## config.mk

```make
export PLATFORM = sky130hd
export DESIGN_NAME = mario_wavrom_arbiter
export DESIGN_NICKNAME = d
export VERILOG_FILES = /design/src/rtl/mario_wavrom_arbiter.sv
export SDC_FILE = /design/constraint.sdc
export NUM_CORES = 1
export LEC_CHECK = 0
export CORE_AREA = 2 2 75 85
export DETAILED_ROUTE_END_ITERATION = 10
export DIE_AREA = 0 0 77 87
export GPL_TIMING_DRIVEN = 0
export PLACE_DENSITY = 0.83
export SYNTH_ARGS = -nofsm -noshare
export SYNTH_HDL_FRONTEND = slang
export SYNTH_SLANG_ARGS = --single-unit
```

## constraint.sdc

```tcl
create_clock -name I_CLK_48M -period 3.8 [get_ports I_CLK_48M]
set_input_delay 0.95 -clock I_CLK_48M [delete_from_list [all_inputs] [get_ports I_CLK_48M]]
set_output_delay 0.95 -clock I_CLK_48M [all_outputs]
set_load 0.03 [all_outputs]
```

## src/rtl/mario_wavrom_arbiter.sv

```systemverilog
// Round-robin arbiter sharing the single-port wave ROM between sample-playback channels.
// Reads are pipelined; each returned word is tagged with its owning channel.
module mario_wavrom_arbiter #(
   parameter int NCH    = 4,
   parameter int AW     = 13,
   parameter int DW     = 16,
   parameter int RD_LAT = 1
) (
   input  logic              I_CLK_48M,
   input  logic              I_RESETn,
   input  logic [NCH-1:0]    I_REQ,
   input  logic [NCH*AW-1:0] I_ADDR,
   input  logic              I_DL_BUSY,
   output logic [NCH-1:0]    O_GNT,
   output logic [NCH-1:0]    O_ACK,
   output logic [DW-1:0]     O_DATA,
   output logic [AW-1:0]     O_ROM_ADDR,
   input  logic [DW-1:0]     I_ROM_DATA,
   output logic              O_BUSY
);

   localparam int PW = $clog2(NCH);

   typedef struct packed {
      logic          vld;
      logic [PW-1:0] ch;
   } tag_t;

   logic [PW-1:0]  ptr;
   logic [PW-1:0]  win;
   logic [PW-1:0]  ptr_nxt;
   logic [PW-1:0]  cand;
   logic [PW:0]    sum;
   logic [NCH-1:0] pend;
   logic [NCH-1:0] pend_nxt;
   logic [NCH-1:0] elig;
   logic [NCH-1:0] win_oh;
   logic           found;
   logic           busy_nxt;
   tag_t           tag [RD_LAT+1];

   // A channel being ACKed this cycle is already free to win again this cycle.
   assign elig = I_REQ & ~(pend & ~O_ACK) & {NCH{~I_DL_BUSY}};

   // NOTE: every variable gets a default at the top of always_comb so no path can infer a latch.
   always_comb begin
      found = 1'b0;
      win   = '0;
      sum   = '0;
      cand  = '0;
      for (int i = 0; i < NCH; i++) begin
         sum = {1'b0, ptr} + (PW+1)'(i);
         if (sum >= (PW+1)'(NCH)) sum = sum - (PW+1)'(NCH);
         cand = sum[PW-1:0];
         if (!found && elig[cand]) begin
            found = 1'b1;
            win   = cand;
         end
      end
   end

   assign ptr_nxt  = (win == PW'(NCH-1)) ? '0 : win + PW'(1);
   assign win_oh   = found ? (NCH'(1) << win) : '0;
   assign pend_nxt = (pend & ~O_ACK) | win_oh;

   always_comb begin
      busy_nxt = (|pend_nxt) | found;
      for (int i = 0; i < RD_LAT; i++) busy_nxt = busy_nxt | tag[i].vld;
   end

   // NOTE: sequential state uses non-blocking assignments so all registers update from pre-edge values.
   always_ff @(posedge I_CLK_48M or negedge I_RESETn) begin
      if (!I_RESETn) begin
         ptr        <= '0;
         pend       <= '0;
         O_GNT      <= '0;
         O_ACK      <= '0;
         O_DATA     <= '0;
         O_ROM_ADDR <= '0;
         O_BUSY     <= 1'b0;
         // NOTE: the tag pipe is reset, so reads issued before reset never produce an ACK.
         for (int i = 0; i <= RD_LAT; i++) tag[i] <= '0;
      end else begin
         pend   <= pend_nxt;
         O_GNT  <= win_oh;
         O_BUSY <= busy_nxt;
         if (found) begin
            ptr        <= ptr_nxt;
            O_ROM_ADDR <= I_ADDR[win*AW +: AW];
         end
         tag[0] <= '{vld: found, ch: win};
         for (int i = 1; i <= RD_LAT; i++) tag[i] <= tag[i-1];
         O_ACK <= '0;
         if (tag[RD_LAT].vld) begin
            O_ACK  <= NCH'(1) << tag[RD_LAT].ch;
            O_DATA <= I_ROM_DATA;
         end
      end
   end

endmodule

```

# Yosys cells after proc, flatten, opt, wreduce, memory -nomap -nowiden

Index checks and enable logic that the tools add are counted.

Bits in registers: 50

Add/subtract/negate cells: 8
Multipliers: 1
$lt $le $gt $ge: 8
Equal/unequal tests: 1
Shift operators: 3
Muxes and demuxes: 23
Bitwise logic cells: 9
Reductions and logical operators: 7

Operator list:

| operator                                                           | count |
|---|---|
| variable part select 52 x 7 -> 13 bit                              | 1 |
| 2-to-1 mux 2 bit                                                   | 9 |
| bitwise AND 4 bit                                                  | 3 |
| < comparator 2 x 3 -> 1 bit (second input constant)                | 4 |
| greater-or-equal comparator 3 bit (second input constant)          | 3 |
| binary-select mux 1 bit (select 2 bit)                             | 4 |
| 2-to-1 mux 1 bit                                                   | 8 |
| 2-to-1 mux 4 bit                                                   | 2 |
| NOT 4 bit                                                          | 2 |
| left shift 1 x 2 -> 4 bit (first input constant)                   | 2 |
| subtractor 2 x 1 -> 2 bit (second input constant)                  | 4 |
| adder 2 x 2 -> 3 bit (second input constant)                       | 2 |
| multiplier 2 x 4 -> 6 bit (second input constant)                  | 1 |
| OR 4 bit                                                           | 1 |
| OR reduction 4 bit                                                 | 1 |
| adder 2 x 1 -> 3 bit (second input constant)                       | 1 |
| greater-or-equal comparator 2 x 3 -> 1 bit (second input constant) | 1 |
| logical AND 1 bit                                                  | 3 |
| zero test 1 bit                                                    | 3 |
| adder 2 x 1 -> 2 bit (second input constant)                       | 1 |
| == test 2 bit (second input constant)                              | 1 |
| OR 1 bit                                                           | 2 |
| NOT 1 bit                                                          | 1 |

# Logic depth before layout (Yosys ltp)

Gate-level depths: netlist (run 1).

Depth after elaboration: 23
Depth in mapped cells: 9

# Worst setup path after synthesis (run 1)

Ideal clock, no wire load.

Path type: input-to-reg
Start point: in I_DL_BUSY
End point: reg pend[3]
Setup time: 127 ps
Data arrival time: 2552 ps
Required time: 3673 ps
Slack: 1120 ps
Cell stages on the path: 7
Path buffers: 1
Cells stage by stage: or4b_4 a21oi_1 a31oi_1 buf_2 ha_1 and2_1 or2_2

Word-level cells in the longest chain between the ends: 17

RTL lines:

| element                                | RTL line | text |
|---|---|---|
| start: declaration                     | 13       | `input logic I_DL_BUSY,` |
| NOT 1 bit (*)                          | 43       | `assign elig = I_REQ & ~(pend & ~O_ACK) & {NCH{~I_DL_BUSY}};` |
| bitwise AND 4 bit (*)                  | 43       |  |
| binary-select mux 1 bit (select 2 bit) | 55       | `if (!found && elig[cand]) begin` |
| 2-to-1 mux 1 bit (not written as such) | 55       |  |
| 2-to-1 mux 1 bit                       | 55       |  |
| zero test 1 bit                        | 55       |  |
| logical AND 1 bit                      | 55       |  |
| 2-to-1 mux 1 bit                       | 55       |  |
| [... 3 more ...]                       | n/a      |  |
| zero test 1 bit                        | 55       |  |
| logical AND 1 bit                      | 55       |  |
| 2-to-1 mux 2 bit                       | 55       |  |
| left shift 1 x 2 -> 4 bit              | 63       | `assign win_oh = found ? (NCH'(1) << win) : '0;` |
| 2-to-1 mux 4 bit (*)                   | 63       |  |
| via win_oh[3]                          | 37       | `logic [NCH-1:0] win_oh;` |
| OR 4 bit (*)                           | 64       | `assign pend_nxt = (pend & ~O_ACK) \| win_oh;` |
| via pend_nxt[3]                        | 35       | `logic [NCH-1:0] pend_nxt;` |
| end signal: assignment                 | 84       | `pend <= pend_nxt;` |
| end: declaration                       | 34       | `logic [NCH-1:0] pend;` |

The timed path passes the listed nets; every way through them passes the cells marked *. The select of a mux whose other input is x is not followed.
A chain may end at the register's enable or synchronous reset.

# Worst setup path after layout (run 1)

Start point: in I_DL_BUSY
End point: reg O_ROM_ADDR[9]

Word-level cells in the longest chain between the ends: 16

RTL lines:

| element                                | RTL line | text |
|---|---|---|
| NOT 1 bit (*)                          | 43       |  |
| bitwise AND 4 bit (*)                  | 43       |  |
| binary-select mux 1 bit (select 2 bit) | 55       |  |
| 2-to-1 mux 1 bit (not written as such) | 55       |  |
| 2-to-1 mux 1 bit                       | 55       |  |
| zero test 1 bit                        | 55       |  |
| logical AND 1 bit                      | 55       |  |
| 2-to-1 mux 1 bit                       | 55       |  |
| zero test 1 bit                        | 55       |  |
| logical AND 1 bit                      | 55       |  |
| 2-to-1 mux 1 bit                       | 55       |  |
| zero test 1 bit                        | 55       |  |
| logical AND 1 bit                      | 55       |  |
| 2-to-1 mux 2 bit                       | 55       |  |
| multiplier 2 x 4 -> 6 bit              | 89       | `O_ROM_ADDR <= I_ADDR[win*AW +: AW];` |
| variable part select 52 x 7 -> 13 bit  | 89       |  |
| end signal: assignment                 | 89       |  |
| end: declaration                       | 17       | `output logic [AW-1:0] O_ROM_ADDR,` |

Mark *: on every way between the ends. The rest lies on a longest branch, timed or not. The select of a mux whose other input is x is not followed.

==> results of run 1 <==
==> where the power goes <==
part / internal [mW] / leakage, nW / switching, mW
clock: 0.196 / 0.0514 / 0.169
combinational: 0.765 / 0.954 / 0.984
sequential: 0.773 / 0.607 / 0.124
==> sequential cells by signal (all words and copies together) (netlist names) <==
signal	cells
pend	4
O_ROM_ADDR	13
tag	6
O_BUSY	1
O_ACK	4
O_DATA	16
ptr	2
O_GNT	4
==> through the flow <==
stage	instance area, um^2	worst slack (ns)	hold slack (ns)	util	power, mW
global route	3910	0.474	0.361	0.658	3.19
global placement	3780	0.366	0.331	0.637	2.61
CTS	3910	0.622	0.357	0.658	3.03
finish	3910	0.620	0.357	0.658	3.01
detailed placement	3790	0.327	0.339	0.640	2.66
floorplan	2560	1.12	0.331	-	2.00
==> layout by cell type (no fill, tap or decap), types with 2 or more instances in the layout <==
cell type and n:
inv_1 18, a211oi_2 8, clkdlybuf4s50_1 111, clkbuf_1 9
dfrtp_1 50, nand2b_1 4, mux2_2 16, or3_1 2
o21ai_0 3, nor2_1 4, nor2b_1 3, buf_2 4
nor3b_1 14, nand2_1 32, o31ai_2 13, clkbuf_8 5
a211oi_1 5, o221a_1 13, nor3_1 2, a31oi_1 2
buf_6 3
==> kinds of logic (layout without fill, tap and decap cells) <==
group | count (synthesis) | after routing
multiplexers | 16 | 16
flip-flops | 50 | 50
buffers and inverters | 34 | 155
adder cells (fa/ha/maj) | 1 | 1
AO/OA/AOI/OAI | 52 | 52
AND/OR/NAND/NOR | 73 | 73
==> path summary, 6_finish.rpt <==
check	depth (start not counted)	to	slack, ns	start
min in group asynchronous	1	O_DATA[12]$_DFFE_PN0P_	0.64	I_RESETn
max in group asynchronous	2	tag[2]$_DFF_PN0_	2.63	I_RESETn
min	0	tag[0]$_DFF_PN0_	0.36	tag[3]$_DFF_PN0_
max reg2reg	7	O_ROM_ADDR[9]$_DFFE_PN0P_	1.31	pend[3]$_DFF_PN0_
min reg2reg	0	tag[0]$_DFF_PN0_	0.36	tag[3]$_DFF_PN0_
max	8	O_ROM_ADDR[9]$_DFFE_PN0P_	0.62	I_DL_BUSY
==> cell type report <==
type                    count  area, um^2
fillers                   512        2030
flip-flops and latches     50        1250
multi-input cells         142        1150
repair buffers            113        1140
well taps                  80         100
plain buffers              15        82.6
clock buffers               6        72.6
inverters                  19        71.3
clock inverters             2        37.5
==> routing by layer <==
metal / wire length [um] / share of wire / vias up / GRT usage
li1: - / - / 1047 / -
met5: 0 / 0 / - / 0
met1: 2750 / 0.41 / 1063 / 0.242
met4: 84 / 0.013 / 0 / 0.0925
met3: 419 / 0.063 / 6 / 0.0322
met2: 3440 / 0.51 / 95 / 0.374
==> critical path: cells and delay by family <==
| family | cells | cell delay [ns] |
|---|---|---|
| AND/OR/NAND/NOR | 2 | 0.40 |
| buffers and inverters | 2 | 0.93 |
| AO/OA/AOI/OAI | 4 | 1.08 |
==> reports/summary.json, run 1 <==
{
  "outcome": "finished clean",
  "place_congestion": 0.808,
  "diodes": 0,
  "totalWireLength_um": 6690,
  "synth_top_cells_by_area": "dfrtp_1 (49%), mux2_2 (7.0%), o31ai_2 (6.4%)",
  "synth_async_sr_flop_share": 1.00,
  "grt_start_max_net_pins": 27,
  "die-height_um": 87,
  "grt_setup_unrepaired": "false",
  "pwr_density_cell_nw_per_um2": 771,
  "clock_insertion_delay_worst_skew_ns": 0.30,
  "worst_ep_required_time_ns": 3.97,
  "buffer_ports.inserted": 112,
  "crit_chain": "clkdlybuf4s50_1, nand2b_1, o32ai_2, o2111a_2, buf_1, nor3b_1, a211oi_2, o31ai_2",
  "cts-root-buf": "clkbuf_8",
  "worstPathMaxFanout": 10,
  "first_pass_iters": 4,
  "cts_tree": "built",
  "max_fclk_mhz": 314,
  "num_vias": 2211,
  "clk_path_buf_depth": 2,
  "layout_cells_sized_above_1": 0.173,
  "grt_usage": 0.206,
  "die-width_um": 77,
  "main_combinational_cell_family_by_area_after_synthesis": "compound AO/OA/AOI/OAI gates",
  "critical_path_arrival_ns": 3.35,
  "cts_sinks": 50,
  "netlist_area_um2": 2560,
  "drt-wirelength-per-cell_um": 15.7,
  "overflow": 0,
  "synth_ff_type": "dfrtp_1",
  "finalClockSkew_ns": 0.00407,
  "fp.coreArea_um2": 5930,
  "final_number_of_max_transition_violations": 0,
  "die_area_um2": 6700,
  "hold_vio_cnt_final": 0,
  "yosys-top-cells-count": "dfrtp_1 (50), nand2_1 (32), inv_1 (18), mux2_2 (16), nor3b_1 (14)",
  "grt_antenna_before_repair": 0,
  "startpoint_type": "primary input",
  "max-slew-margin-rel": 0.611,
  "cap_viol_max_count": 0,
  "mappedNetlistNets": 302,
  "setup_total_negative_slack_ns": 0,
  "number_of_unique_standard_cell_types_used_by_synthesis": 42,
  "routed_via_density": 5.18,
  "placed_cells_incl_taps": 419,
  "part_of_the_yosys_area_used_for_sequential_elements": 0.489,
  "end_kind": "flip-flop",
  "post_synth_edffs": 0,
  "yosysTopAreaCell": "dfrtp_1",
  "floorplan.initialDensity": 0.431,
  "fp-row-count": 30,
  "io_pins": 113,
  "power.ir.vdd_worst_uv": 348,
  "cellLeakagePower_nw": 1.61,
  "critPathSlowestCell": "clkdlybuf4s50_1",
  "cts-hold-fix-buffers": 0,
  "synthToLayoutAreaGrowth_pct": 52.6,
  "clk_pin_slew_ns": 0.09,
  "fin_crit_sh": 0.837,
  "synthDominantCellAreaShare": 0.489,
  "synth_compound_gate_area_share": 0.215,
  "synth-simple-area-share": 0.160,
  "final_nets": 422,
  "cts.repair.resized": 0,
  "drtIter0Drc": 73,
  "timing.hold.worst.class": "flip-flop to flip-flop",
  "ctsHtreeMaxLevel": 2,
  "critical-path-max-stage-delay_ns": 0.51,
  "cts_setup_buffers": 0,
  "timing_worst_setup_path_type": "primary input to flip-flop",
  "number_of_buffers_created_by_cts": 5,
  "grt_pass1_wl_um": 10800,
  "synthMostInstantiatedCell": "dfrtp_1",
  "detail_route.drc_violations": 0,
  "dp.final_hpwl_um": 5180,
  "tightestPinTransition_ns": 0.584,
  "final_antenna_net_count": 0,
  "setup_viol_count_final": 0,
  "synth-adder-area-share": 0.00489,
  "vias_in_the_first_global_route": 2327,
  "syn_avg_cell_area_um2": 11.3,
  "ys_ff_latch": 50,
  "min_period_ns": 3.18,
  "instances_no_fill": 427,
  "muxShareOfSynthArea": 0.0704,
  "synth_xor_xnor_area_share": 0,
  "synthesis.yosys.warnings": 0,
  "syn_inst": 226
}
No activity file was read; power rests on OpenSTA's default activity.
==> run 2, diff against run 1 <==
--- a/config.mk
+++ b/config.mk
@@ -5,11 +5,11 @@
 export SDC_FILE = /design/constraint.sdc
 export NUM_CORES = 1
 export LEC_CHECK = 0
-export CORE_AREA = 2 2 75 85
+export CORE_AREA = 2 2 78 87
 export DETAILED_ROUTE_END_ITERATION = 10
-export DIE_AREA = 0 0 77 87
+export DIE_AREA = 0 0 80 89
 export GPL_TIMING_DRIVEN = 0
-export PLACE_DENSITY = 0.83
+export PLACE_DENSITY = 0.79
 export SYNTH_ARGS = -nofsm -noshare
 export SYNTH_HDL_FRONTEND = slang
 export SYNTH_SLANG_ARGS = --single-unit
==> constraint.sdc (replaced) <==
create_clock -name I_CLK_48M -period 2.95 [get_ports I_CLK_48M]
set_input_delay 0.7375 -clock I_CLK_48M [delete_from_list [all_inputs] [get_ports I_CLK_48M]]
set_output_delay 0.7375 -clock I_CLK_48M [all_outputs]
set_load 0.03 [all_outputs]
==> run 2 against run 1 <==
Total power rose by 30%. Critical path depth did not move. Highest routed layer unchanged. Worst hold slack got worse by 0.0028 ns. Register-to-register slack worse by 0.77 ns. Count of clock-buffer cells in the layout fell by 1.
==> reports/summary.json, run 2 (synthesized netlist as in run 1, its figures left out) <==
{
  "worst_path_buf_inv": 2,
  "diodes": 0,
  "hold_vio_cnt_final": 0,
  "number_of_flip_flops_in_the_largest_register": 16,
  "cts_sinks": 50,
  "clk_path_buf_depth": 2,
  "max_fclk_mhz": 351,
  "final_antenna_net_count": 0,
  "overflow": 0,
  "startpoint_type": "primary input",
  "vias_in_the_first_global_route": 2264,
  "final_cell_mix": "clkdlybuf4s50_1 (110), dfrtp_1 (50), nand2_1 (32)",
  "floorplan.initialDensity": 0.416,
  "setup_total_negative_slack_ns": 0,
  "max-slew-margin-rel": 0.625,
  "fin_crit_sh": 0.967,
  "worstHoldPathCells": 0,
  "min_period_ns": 2.85,
  "detail_route.drc_violations": 0,
  "final_nets": 422,
  "layout_cells_sized_above_1": 0.184,
  "totalWireLength_um": 6790,
  "io_pins": 113,
  "crit_chain": "clkdlybuf4s50_1, or3b_1, o2111ai_1, a31oi_1, buf_2, ha_1, and2_1, or2_2",
  "setup_viol_count_final": 0,
  "reg.largest.list": "O_DATA (16), O_ROM_ADDR (13), tag (6)",
  "pwr_density_cell_nw_per_um2": 995,
  "grt_antenna_before_repair": 0,
  "timing_worst_setup_path_type": "primary input to flip-flop",
  "cts_tree": "built",
  "grt_start_max_net_pins": 29,
  "worstHoldStart": "tag[3]$_DFF_PN0_",
  "outcome": "finished clean",
  "finalClockSkew_ns": 0.00589,
  "end_kind": "flip-flop",
  "grt_pass1_wl_um": 10500,
  "drtIter0Drc": 84,
  "power.ir.vdd_worst_uv": 528,
  "dp.final_hpwl_um": 5260,
  "die-height_um": 89,
  "cts-root-buf": "clkbuf_8",
  "min_delay_worst_endpoint": "tag[0]$_DFF_PN0_",
  "dpl_cell_area_um2": 3790,
  "critPathSlowestCell": "clkdlybuf4s50_1",
  "fp.coreArea_um2": 6160,
  "final_number_of_max_transition_violations": 0,
  "timing.hold.worst.class": "flip-flop to flip-flop",
  "clock_insertion_delay_worst_skew_ns": 0.30,
  "worst-r2r-cell-count": 8,
  "clk_pin_slew_ns": 0.09,
  "worstPathMaxFanout": 10,
  "final_common_cell": "clkdlybuf4s50_1",
  "die_area_um2": 7120,
  "number_of_buffers_created_by_cts": 5,
  "worst_r2r_startpoint": "pend[0]$_DFF_PN0_",
  "ctsHtreeMaxLevel": 2,
  "reg2reg_setup_slack_ns": 0.54,
  "grt_usage": 0.186,
  "post-route-cell-area_um2": 3930,
  "grt_setup_unrepaired": "false",
  "cap_viol_max_count": 0,
  "buffer_ports.inserted": 112,
  "die-width_um": 80,
  "tightestPinTransition_ns": 0.563,
  "critical_path_arrival_ns": 3.04,
  "critical-path-top-delay-family": "simple AND/OR/NAND/NOR gates",
  "critical-path-max-stage-delay_ns": 0.50,
  "fp-row-count": 30,
  "routed_via_density": 5.19,
  "first_pass_iters": 4,
  "num_vias": 2218,
  "drt-wirelength-per-cell_um": 15.9,
  "synthToLayoutAreaGrowth_pct": 53.4,
  "place_congestion": 0.823,
  "cellLeakagePower_nw": 1.64,
  "fill_cells": 514,
  "worst_ep_required_time_ns": 3.14,
  "largest_register": "O_DATA",
  "critical_path.reg2reg.endpoint": "pend[3]$_DFF_PN0_",
  "cts_setup_buffers": 0
}
==> run 2: repair_timing <==
item,4_1_cts,5_1_grt
resized for setup,1,6
hold buffers,0,0
setup endpoints to repair,10,15
==> run 2: area by class of cell <==
| cell class | count | area [um^2] | share of cell area |
|---|---|---|---|
| Clock buffer | 5 | 68.8 | 0.0175 |
| Multi-Input combinational cell | 142 | 1160 | 0.297 |
| Buffer | 15 | 86.3 | 0.0220 |
| Inverter | 19 | 71.3 | 0.0182 |
| Clock inverter | 3 | 43.8 | 0.0112 |
| Timing Repair Buffer | 113 | 1140 | 0.290 |
| Tap cell | 80 | 100 | 0.0255 |
| Sequential cell | 50 | 1250 | 0.319 |
==> run 2: worst max path at each step <==
stage                         start                         end  slack, ns  cells past startpoint
after floorplan           I_DL_BUSY           pend[3]$_DFF_PN0_       0.48                      7
after global placement    I_DL_BUSY  O_ROM_ADDR[10]$_DFFE_PN0P_      -0.34                      7
after detailed placement  I_DL_BUSY   O_ROM_ADDR[8]$_DFFE_PN0P_      -0.41                      7
after CTS                 I_DL_BUSY   O_ROM_ADDR[8]$_DFFE_PN0P_      0.007                      8
after global routing       I_REQ[0]           pend[3]$_DFF_PN0_       0.03                      8
final                      I_REQ[0]           pend[3]$_DFF_PN0_        0.1                      8
==> run 2: per-stage QoR <==
stage                     setup slack [ns]  hold slack, ns  power, mW   util  instances
after global placement              -0.337           0.334       3.37  0.614        418
after global routing                0.0252           0.362       4.13  0.638        427
after detailed placement            -0.413           0.335       3.43  0.616        419
after CTS                          0.00687           0.355       3.93  0.637        427
final                               0.0983           0.354       3.91  0.638        427
after floorplan                      0.483           0.331       2.58      -        226
==> run 2: report_power, final <==
part / switching [mW] / leakage [nW] / internal [mW] / total, mW
sequential: 0.159 / 0.607 / 0.995 / 1.15
combinational: 1.27 / 0.974 / 0.992 / 2.27
clock: 0.231 / 0.0585 / 0.254 / 0.485
total: 1.66 / 1.64 / 2.24 / 3.91
==> run 2: per-layer routing <==
layer / part of all wire / track usage
met1: 0.42 / 0.221
met4: 0.0044 / 0.0339
met5: 0 / 0
met2: 0.49 / 0.339
met3: 0.085 / 0.0515
